===== src/rtl/wide_add_pkg.sv =====
// Shared types and constants for the wide add/subtract sequencer.
package wide_add_pkg;

    localparam int WORD_W = 16;

    typedef enum logic [1:0] {
        IDLE,
        RUN,
        DONE
    } state_t;

endpackage


===== src/rtl/adder_16bit.sv =====
// 16-bit adder with carry in/out and signed overflow (carry into bit 15 xor carry out).
module adder_16bit (
    input  logic [15:0] a,
    input  logic [15:0] b,
    input  logic        cin,
    output logic [15:0] sum,
    output logic        cout,
    output logic        overflow
);

    logic [15:0] low;
    logic [1:0]  high;

    // Split at bit 15 so the carry into the sign bit is visible for overflow.
    assign low      = {1'b0, a[14:0]} + {1'b0, b[14:0]} + {15'b0, cin};
    assign high     = {1'b0, a[15]} + {1'b0, b[15]} + {1'b0, low[15]};
    assign sum      = {high[0], low[14:0]};
    assign cout     = high[1];
    assign overflow = low[15] ^ high[1];

endmodule


===== src/rtl/wide_add_sequencer.sv =====
// Multi-word add/subtract sequencer: reuses one 16-bit adder, one word per clock, LSW first.
module wide_add_sequencer
    import wide_add_pkg::*;
#(
    parameter int WORDS = 4
) (
    input  logic                      clk,
    input  logic                      rst_n,
    input  logic                      req_valid,
    output logic                      req_ready,
    input  logic [WORD_W*WORDS-1:0]   req_a,
    input  logic [WORD_W*WORDS-1:0]   req_b,
    input  logic                      req_cin,
    input  logic                      req_sub,
    output logic                      rsp_valid,
    input  logic                      rsp_ready,
    output logic [WORD_W*WORDS-1:0]   rsp_sum,
    output logic                      rsp_cout,
    output logic                      rsp_overflow,
    output logic                      busy
);

    localparam int W     = WORD_W * WORDS;
    localparam int IDX_W = $clog2(WORDS);

    state_t             state;
    state_t             next_state;
    logic [IDX_W-1:0]   idx;
    logic               carry;
    logic [W-1:0]       op_a;
    logic [W-1:0]       op_b;
    logic [W-1:0]       result;
    logic               cout_q;
    logic               ovf_q;
    logic [WORD_W-1:0]  word_a;
    logic [WORD_W-1:0]  word_b;
    logic [WORD_W-1:0]  word_sum;
    logic               word_cout;
    logic               word_ovf;
    logic               last_word;

    assign word_a    = op_a[int'(idx)*WORD_W +: WORD_W];
    assign word_b    = op_b[int'(idx)*WORD_W +: WORD_W];
    assign last_word = (idx == IDX_W'(WORDS - 1));

    adder_16bit u_adder (
        .a        (word_a),
        .b        (word_b),
        .cin      (carry),
        .sum      (word_sum),
        .cout     (word_cout),
        .overflow (word_ovf)
    );

    always_ff @(posedge clk or negedge rst_n) begin
        if (!rst_n) begin
            state <= IDLE;
        end else begin
            state <= next_state;
        end
    end

    always_comb begin
        next_state = state;
        req_ready  = 1'b0;
        rsp_valid  = 1'b0;
        busy       = 1'b1;
        case (state)
            IDLE: begin
                req_ready = 1'b1;
                busy      = 1'b0;
                if (req_valid) next_state = RUN;
            end
            RUN: begin
                if (last_word) next_state = DONE;
            end
            DONE: begin
                rsp_valid = 1'b1;
                if (rsp_ready) next_state = IDLE;
            end
            default: next_state = IDLE;
        endcase
    end

    // Subtraction is folded into the latch: B is inverted and the +1 enters as carry-in.
    always_ff @(posedge clk or negedge rst_n) begin
        if (!rst_n) begin
            idx    <= '0;
            carry  <= 1'b0;
            op_a   <= '0;
            op_b   <= '0;
            result <= '0;
            cout_q <= 1'b0;
            ovf_q  <= 1'b0;
        end else begin
            case (state)
                IDLE: begin
                    if (req_valid) begin
                        op_a  <= req_a;
                        op_b  <= req_sub ? ~req_b : req_b;
                        carry <= req_sub ? 1'b1 : req_cin;
                        idx   <= '0;
                    end
                end
                RUN: begin
                    result[int'(idx)*WORD_W +: WORD_W] <= word_sum;
                    carry <= word_cout;
                    if (last_word) begin
                        idx    <= '0;
                        cout_q <= word_cout;
                        ovf_q  <= word_ovf;
                    end else begin
                        idx <= idx + 1'b1;
                    end
                end
                default: ;
            endcase
        end
    end

    assign rsp_sum      = result;
    assign rsp_cout     = cout_q;
    assign rsp_overflow = ovf_q;

endmodule


===== config.mk =====
export PLATFORM = sky130hd
export DESIGN_NAME = wide_add_sequencer
export DESIGN_NICKNAME = d
export VERILOG_FILES = /design/src/rtl/wide_add_pkg.sv /design/src/rtl/adder_16bit.sv /design/src/rtl/wide_add_sequencer.sv
export SDC_FILE = /design/constraint.sdc
export NUM_CORES = 1
export LEC_CHECK = 0
export ABC_CLOCK_PERIOD_IN_PS = 4700
export CORE_MARGIN = 8
export CORE_UTILIZATION = 52
export CTS_CLUSTER_SIZE = 40
export DETAILED_ROUTE_END_ITERATION = 16
export GPL_ROUTABILITY_DRIVEN = 0
export PLACE_DENSITY = 0.81
export SLEW_MARGIN = 5
export SYNTH_ARGS = -nofsm -noshare
export SYNTH_HDL_FRONTEND = slang
export SYNTH_HIERARCHICAL = 1
export SYNTH_SLANG_ARGS = --single-unit

===== constraint.sdc =====
create_clock -name clk -period 4.7 [get_ports clk]
set_clock_uncertainty 0.15 [all_clocks]
set_input_delay 0.47 -clock clk [delete_from_list [all_inputs] [get_ports clk]]
set_output_delay 0.47 -clock clk [all_outputs]
set_load 0.02 [all_outputs]

=== Word-level counts from Yosys, hierarchy flattened ===
Cells that the tools add are included.

* Flip-flop bits (word level): 199
* Bits of input ports: 134
* Word-level logic and storage cells: 47

* Add/subtract/negate cells: 6
* Eq/ne operators: 6
* Shift operators: 4
* Muxes and demuxes: 15
* Bitwise logic cells: 2
* Reduce and logical (&&, ||, !) cells: 6

{| class="wikitable"
|+ Operators by type and width
! operator !! count
|-
| variable part select 64 x 7 -> 16 bit || 2
|-
| bitwise mux 64 bit || 1
|-
| 2-to-1 mux 64 bit || 1
|-
| NOT 64 bit || 1
|-
| variable shift 16 x 33 -> 64 bit (first input constant) || 1
|-
| variable part select 16 x 33 -> 64 bit || 1
|-
| negation 6 -> 33 bit || 1
|-
| adder 15 x 15 -> 16 bit || 1
|-
| adder 16 x 1 -> 16 bit || 1
|-
| 2-to-1 mux 2 bit || 5
|-
| inequality test 2 bit (second input constant) || 3
|-
| one-hot mux 2 bit (3 select lines) || 1
|-
| AND reduction 2 bit || 3
|-
| 2-to-1 mux 1 bit || 5
|-
| == test 2 bit (second input constant) || 2
|-
| one-hot mux 2 bit (2 select lines) || 1
|-
| AND reduction 3 bit || 1
|-
| adder 1 x 1 -> 2 bit || 1
|-
| adder 2 x 1 -> 2 bit || 1
|-
| adder 2 x 1 -> 2 bit (second input constant) || 1
|-
| == test 2 x 1 -> 1 bit (second input constant) || 1
|-
| zero test 2 bit || 1
|-
| one-hot mux 1 bit (2 select lines) || 1
|-
| nonzero test 2 bit || 1
|-
| bitwise XOR 1 bit || 1
|}

=== Longest topological paths before layout ===
* Depth in word-level cells: 6
* Mapped depth: 17

=== Modules after synthesis ===
Netlist, hierarchy kept.

{| class="wikitable"
|+ By module, submodules not included
! module !! instances !! cells each !! area each (um^2) !! seq. area each (um^2)
|-
| wide_add_sequencer || 1 || 838 || 8838.5 || 4979.8
|-
| adder_16bit || 1 || 100 || 764.5 || 0.0
|}

=== Worst setup path after synthesis ===
Ideal clock, no wire load.

* Path type: reg-to-reg
* From: reg idx[0]
* To: reg ovf_q, in the netlist rsp_overflow
* Library setup time: 0.065 ns
* Data arrival time: 3.745 ns
* Required time: 4.485 ns
* Path slack: 0.740 ns
* Cell stages (with the launch flop): 17
* Period minus slack after synthesis: 3.960 ns
* Cells stage by stage: dfrtp_1 -> buf_4 -> buf_2 -> mux4_2 -> ha_1 -> nor2b_1 -> o21ai_0 -> o211ai_1 -> a31oi_1 -> o21bai_1 -> a21oi_1 -> fa_1 -> inv_1 -> nor3_1 -> a221o_1 -> a211oi_2 -> mux2_2

* Longest elaborated chain between the ends: 5
* Elaborated cells between the ends (all ways): 9
* Those cells by class: add/sub: 4; eq/ne: 1; shift: 2; bitwise: 1; reduce/logical: 1

{| class="wikitable"
|+ RTL lines
! what !! RTL line !! source
|-
| from (decl) || wide_add_sequencer.sv:28 || <nowiki>logic [IDX_W-1:0] idx;</nowiki>
|-
| from (signal assigned) || wide_add_sequencer.sv:113 || <nowiki>idx <= idx + 1'b1;</nowiki>
|-
| variable part select 64 x 7 -> 16 bit || wide_add_sequencer.sv:42 || <nowiki>assign word_a = op_a[int'(idx)*WORD_W +: WORD_W];</nowiki>
|-
| net word_a[1] || wide_add_sequencer.sv:35 || <nowiki>logic [WORD_W-1:0] word_a;</nowiki>
|-
| adder 15 x 15 -> 16 bit || adder_16bit.sv:15 || <nowiki>assign low = {1'b0, a[14:0]} + {1'b0, b[14:0]} + {15'b0, cin};</nowiki>
|-
| adder 16 x 1 -> 16 bit || adder_16bit.sv:15 ||
|-
| adder 2 x 1 -> 2 bit || adder_16bit.sv:16 || <nowiki>assign high = {1'b0, a[15]} + {1'b0, b[15]} + {1'b0, low[15]};</nowiki>
|-
| net word_cout || wide_add_sequencer.sv:38 || <nowiki>logic word_cout;</nowiki>
|-
| bitwise XOR 1 bit || adder_16bit.sv:19 || <nowiki>assign overflow = low[15] ^ high[1];</nowiki>
|-
| net word_ovf || wide_add_sequencer.sv:39 || <nowiki>logic word_ovf;</nowiki>
|-
| to (signal assigned) || wide_add_sequencer.sv:111 || <nowiki>ovf_q <= word_ovf;</nowiki>
|-
| to (decl) || wide_add_sequencer.sv:34 || <nowiki>logic ovf_q;</nowiki>
|}

The timed path passes the listed nets, and every way through them passes these cells.
A chain may end at the register's enable or synchronous reset.

=== Final worst setup path ===
Ends and elaborated chain as after synthesis.

==> out/results.tsv <==
metric	value	unit
io pins	203	
Synth Area in Adders	3.10	%
register area share after synthesis	51.9	%
nets	1265	
leading cell types in the layout, fill and taps excluded	329 x nand2_1, 200 x clkdlybuf4s50_1, 197 x dfrtp_1, 102 x o21ai_0, 70 x xnor2_1	
post-detail-place hpwl	18700	um
status	finished with violations	
cells along the critical path	buf_4 > mux4_2 > ha_1 > a21oi_4 > o21ai_2 > a221o_1 > o21bai_1 > a21oi_1 > fa_1 > inv_1 > nor3_1 > a221o_1 > a211oi_2 > mux2_2	
placement row count	49	
Max Clock Freq	0.230	GHz
Area after DPL	11700	sq um
Syn Area/Cell	10.2	sq um
crit start category	flop	
worst skew pair latency	440	ps
Core Util, Final	68.1	%
Max-Cap Viols	0	
CP Capture Type	flop	
setup slack after layout	350	ps
arrival time worst endpoint	4520	ps
P&R area growth vs syn	27.8	%
CTS buffer count	17	
RR Startpoint	idx[0]	
die height	152	um
cts hold-fix bufs	0	
Die ar.	23100	sq um
RSZ-0062 raised after global routing	no	
fin area	12300	sq um
fin crit period	4350	ps
worst vdd ir	604	uV
first-pass GRT wire length	40900	um
Global Route Usage Sum	22.0	%
root buffer cell	clkbuf_16	
worst min path class	input pin to async pin	
core area	18000	sq um
clock sink count	199	
Max-slew headroom	24.3	%
Crit. Startpoint	idx[0]	
Setup Buffers After CTS	0	
CTS tree	built	
YS warnings	6	
H-tree level count	4	
DRT iter0 DRCs	447	
Worst path slowest cell	dfrtp_2	
initial antenna violation count	0	
post-synthesis xor/xnor area fraction	7.02	%
Synth Area in Compound Gates	10.9	%
Remaining Overflow, GRT	0	
CP max stage delay	720	ps
actual slew at the worst max-slew pin	1130	ps
Synth Instances	938	
post-synthesis cell type count	45	
net count after synthesis	1094	
Hold Violations, Final	24	
final period utilization	92.5	%
Main synth FF type	dfrtp_1	
CP max FO	15	
final hold slack	-37.5	ps
router iterations before antenna repair	5	
post-synthesis cell area	9600	sq um
Vias/cell	5.46	
Longest Clk Path Bufs	2	
routed len/inst	18.8	um
simple-gate share of the synthesized area	15.5	%
commonest non-fill, non-tap cell in the layout	nand2_1	
main combinational cell family by area after synthesis	simple AND/OR/NAND/NOR gates	
post-synthesis mux area share	7.74	%
Leakage	0.00552	uW
Slew Limit Fails	0	
ys async rst share	100	%
PD cells	795	nW/um^2
failing checks	negative hold slack	
Total Neg Setup Slack	0	ps
R2R depth	14	
Fillers	1380	
pin count of the biggest net entering global routing	116	
DRT antenna net count	0	
number of diodes	0	
die width	152	um
Starting Density	53.3	%
clock slew at reported path FFs	70	ps
fraction of layout cells with a size suffix above 1	7.94	%
Req. time, crit path	4870	ps
Residual DRC	0	
I/O Buffers	202	
WS Path Type	flop to flop	
Post-Route WL	25400	um
vias in the first global route	7730	
Post-synth EDFFs	0	
post-CTS sizing	0	
Final setup viols	0	
Vias	7372	
post-placement setup slack	334	ps
flop and latch count out of synthesis	199	
Overall Power	9750	uW
CP most frequent cell	a221o_1	
-- critical path, delay by kind of cell, from the launching register on --
kind                       cells  cell delay, ps
adders and majority gates      2             660
muxes                          2             800
and+or+nand+nor                1             230
DFF                            1             720
AOI/OAI and AO/OA              7            1260
buffers and inverters          2             410
-- final timing paths --
kind                       slack, ps            to
setup / recovery                 350  rsp_overflow
hold / removal                   -40      op_a[34]
setup reg to reg                 350  rsp_overflow
hold reg to reg                  320      op_a[40]
max in group asynchronous       3280        idx[0]
min in group clk                 320      op_a[40]
-- cells by family (layout without fill, tap and decap cells) --
group                      Yosys count  in the layout
DFF                                199            199
xor gates and xnor gates            77             77
adders and majority gates           22             22
muxes                               34             34
and+or+nand+nor                    364            364
AOI/OAI and AO/OA                  168            168
buffers and inverters               74            257
-- where the power goes --
| group | total [uW] | switching (uW) | internal (uW) | leakage (uW) |
|---|---|---|---|---|
| combinational | 5240 | 3080 | 2160 | 0.00268 |
| sequential | 3060 | 582 | 2480 | 0.00255 |
| clock | 1450 | 643 | 811 | 0.000287 |
-- through the flow --
step                hold slack, ps  std cells
global route                  42.1       1350
CTS                           23.9       1350
detailed placement             308       1319
finish                       -37.5       1350
floorplan                     24.4        938
global placement               305       1319
-- cell type report --
| class | count | area, sq um | share of cell area, % |
|---|---|---|---|
| Sequential cell | 199 | 4980 | 40.6 |
| Multi-Input combinational cell | 665 | 4250 | 34.6 |
| Timing Repair Buffer | 211 | 2120 | 17.2 |
| Clock buffer | 20 | 457 | 3.72 |
| Tap cell | 229 | 287 | 2.34 |
| Clock inverter | 11 | 123 | 0.999 |
| Inverter | 15 | 56.3 | 0.459 |
-- synth_stat cells, types with 2 or more instances --
master    instances  area [sq um]
nor2_1            6          22.5
buf_2            28           140
a211oi_2          2          25.0
clkbuf_1         20          75.1
o31ai_1           2          15.0
buf_6             8          90.1
a221o_1           2          20.0
inv_1            15          56.3
a31oi_1           3          18.8
nor2b_1           4          25.0
nor4b_4           2          47.6
fa_1              3          60.1
buf_4             2          15.0
nand2b_1          2          12.5
dfrtp_1         199          4980
xor2_1            7          61.3
nand3_1           5          25.0
nand2_1         329          1230
nor3_1            2          10.0
o21ai_1           3          15.0
a21o_1            4          30.0
mux4_2           32           721
ha_1             19           238
nand3b_1          3          22.5
a21oi_1           8          40.0
and3_1            4          25.0
mux2_2            2          22.5
xnor2_1          70           613
a22o_1           32           280
o21ai_0         102           510
o21bai_1          2          15.0
o21a_1            3          22.5
-- registers in the layout, indices dropped and copies added, names as in the netlist --
register	count
rsp_sum	64
rsp_overflow	1
op_a	64
op_b	64
carry	1
rsp_cout	1
state	2
idx	2
-- per-layer routing --
layer	part of all wire, %	track usage [%]	up-vias
li1	-	-	3479
met1	42	27.0	3586
met2	49	36.2	255
met3	5.7	5.62	52
met4	3.3	9.67	0
met5	0	0	-
Note: power is estimated with default switching activity, not from simulation.
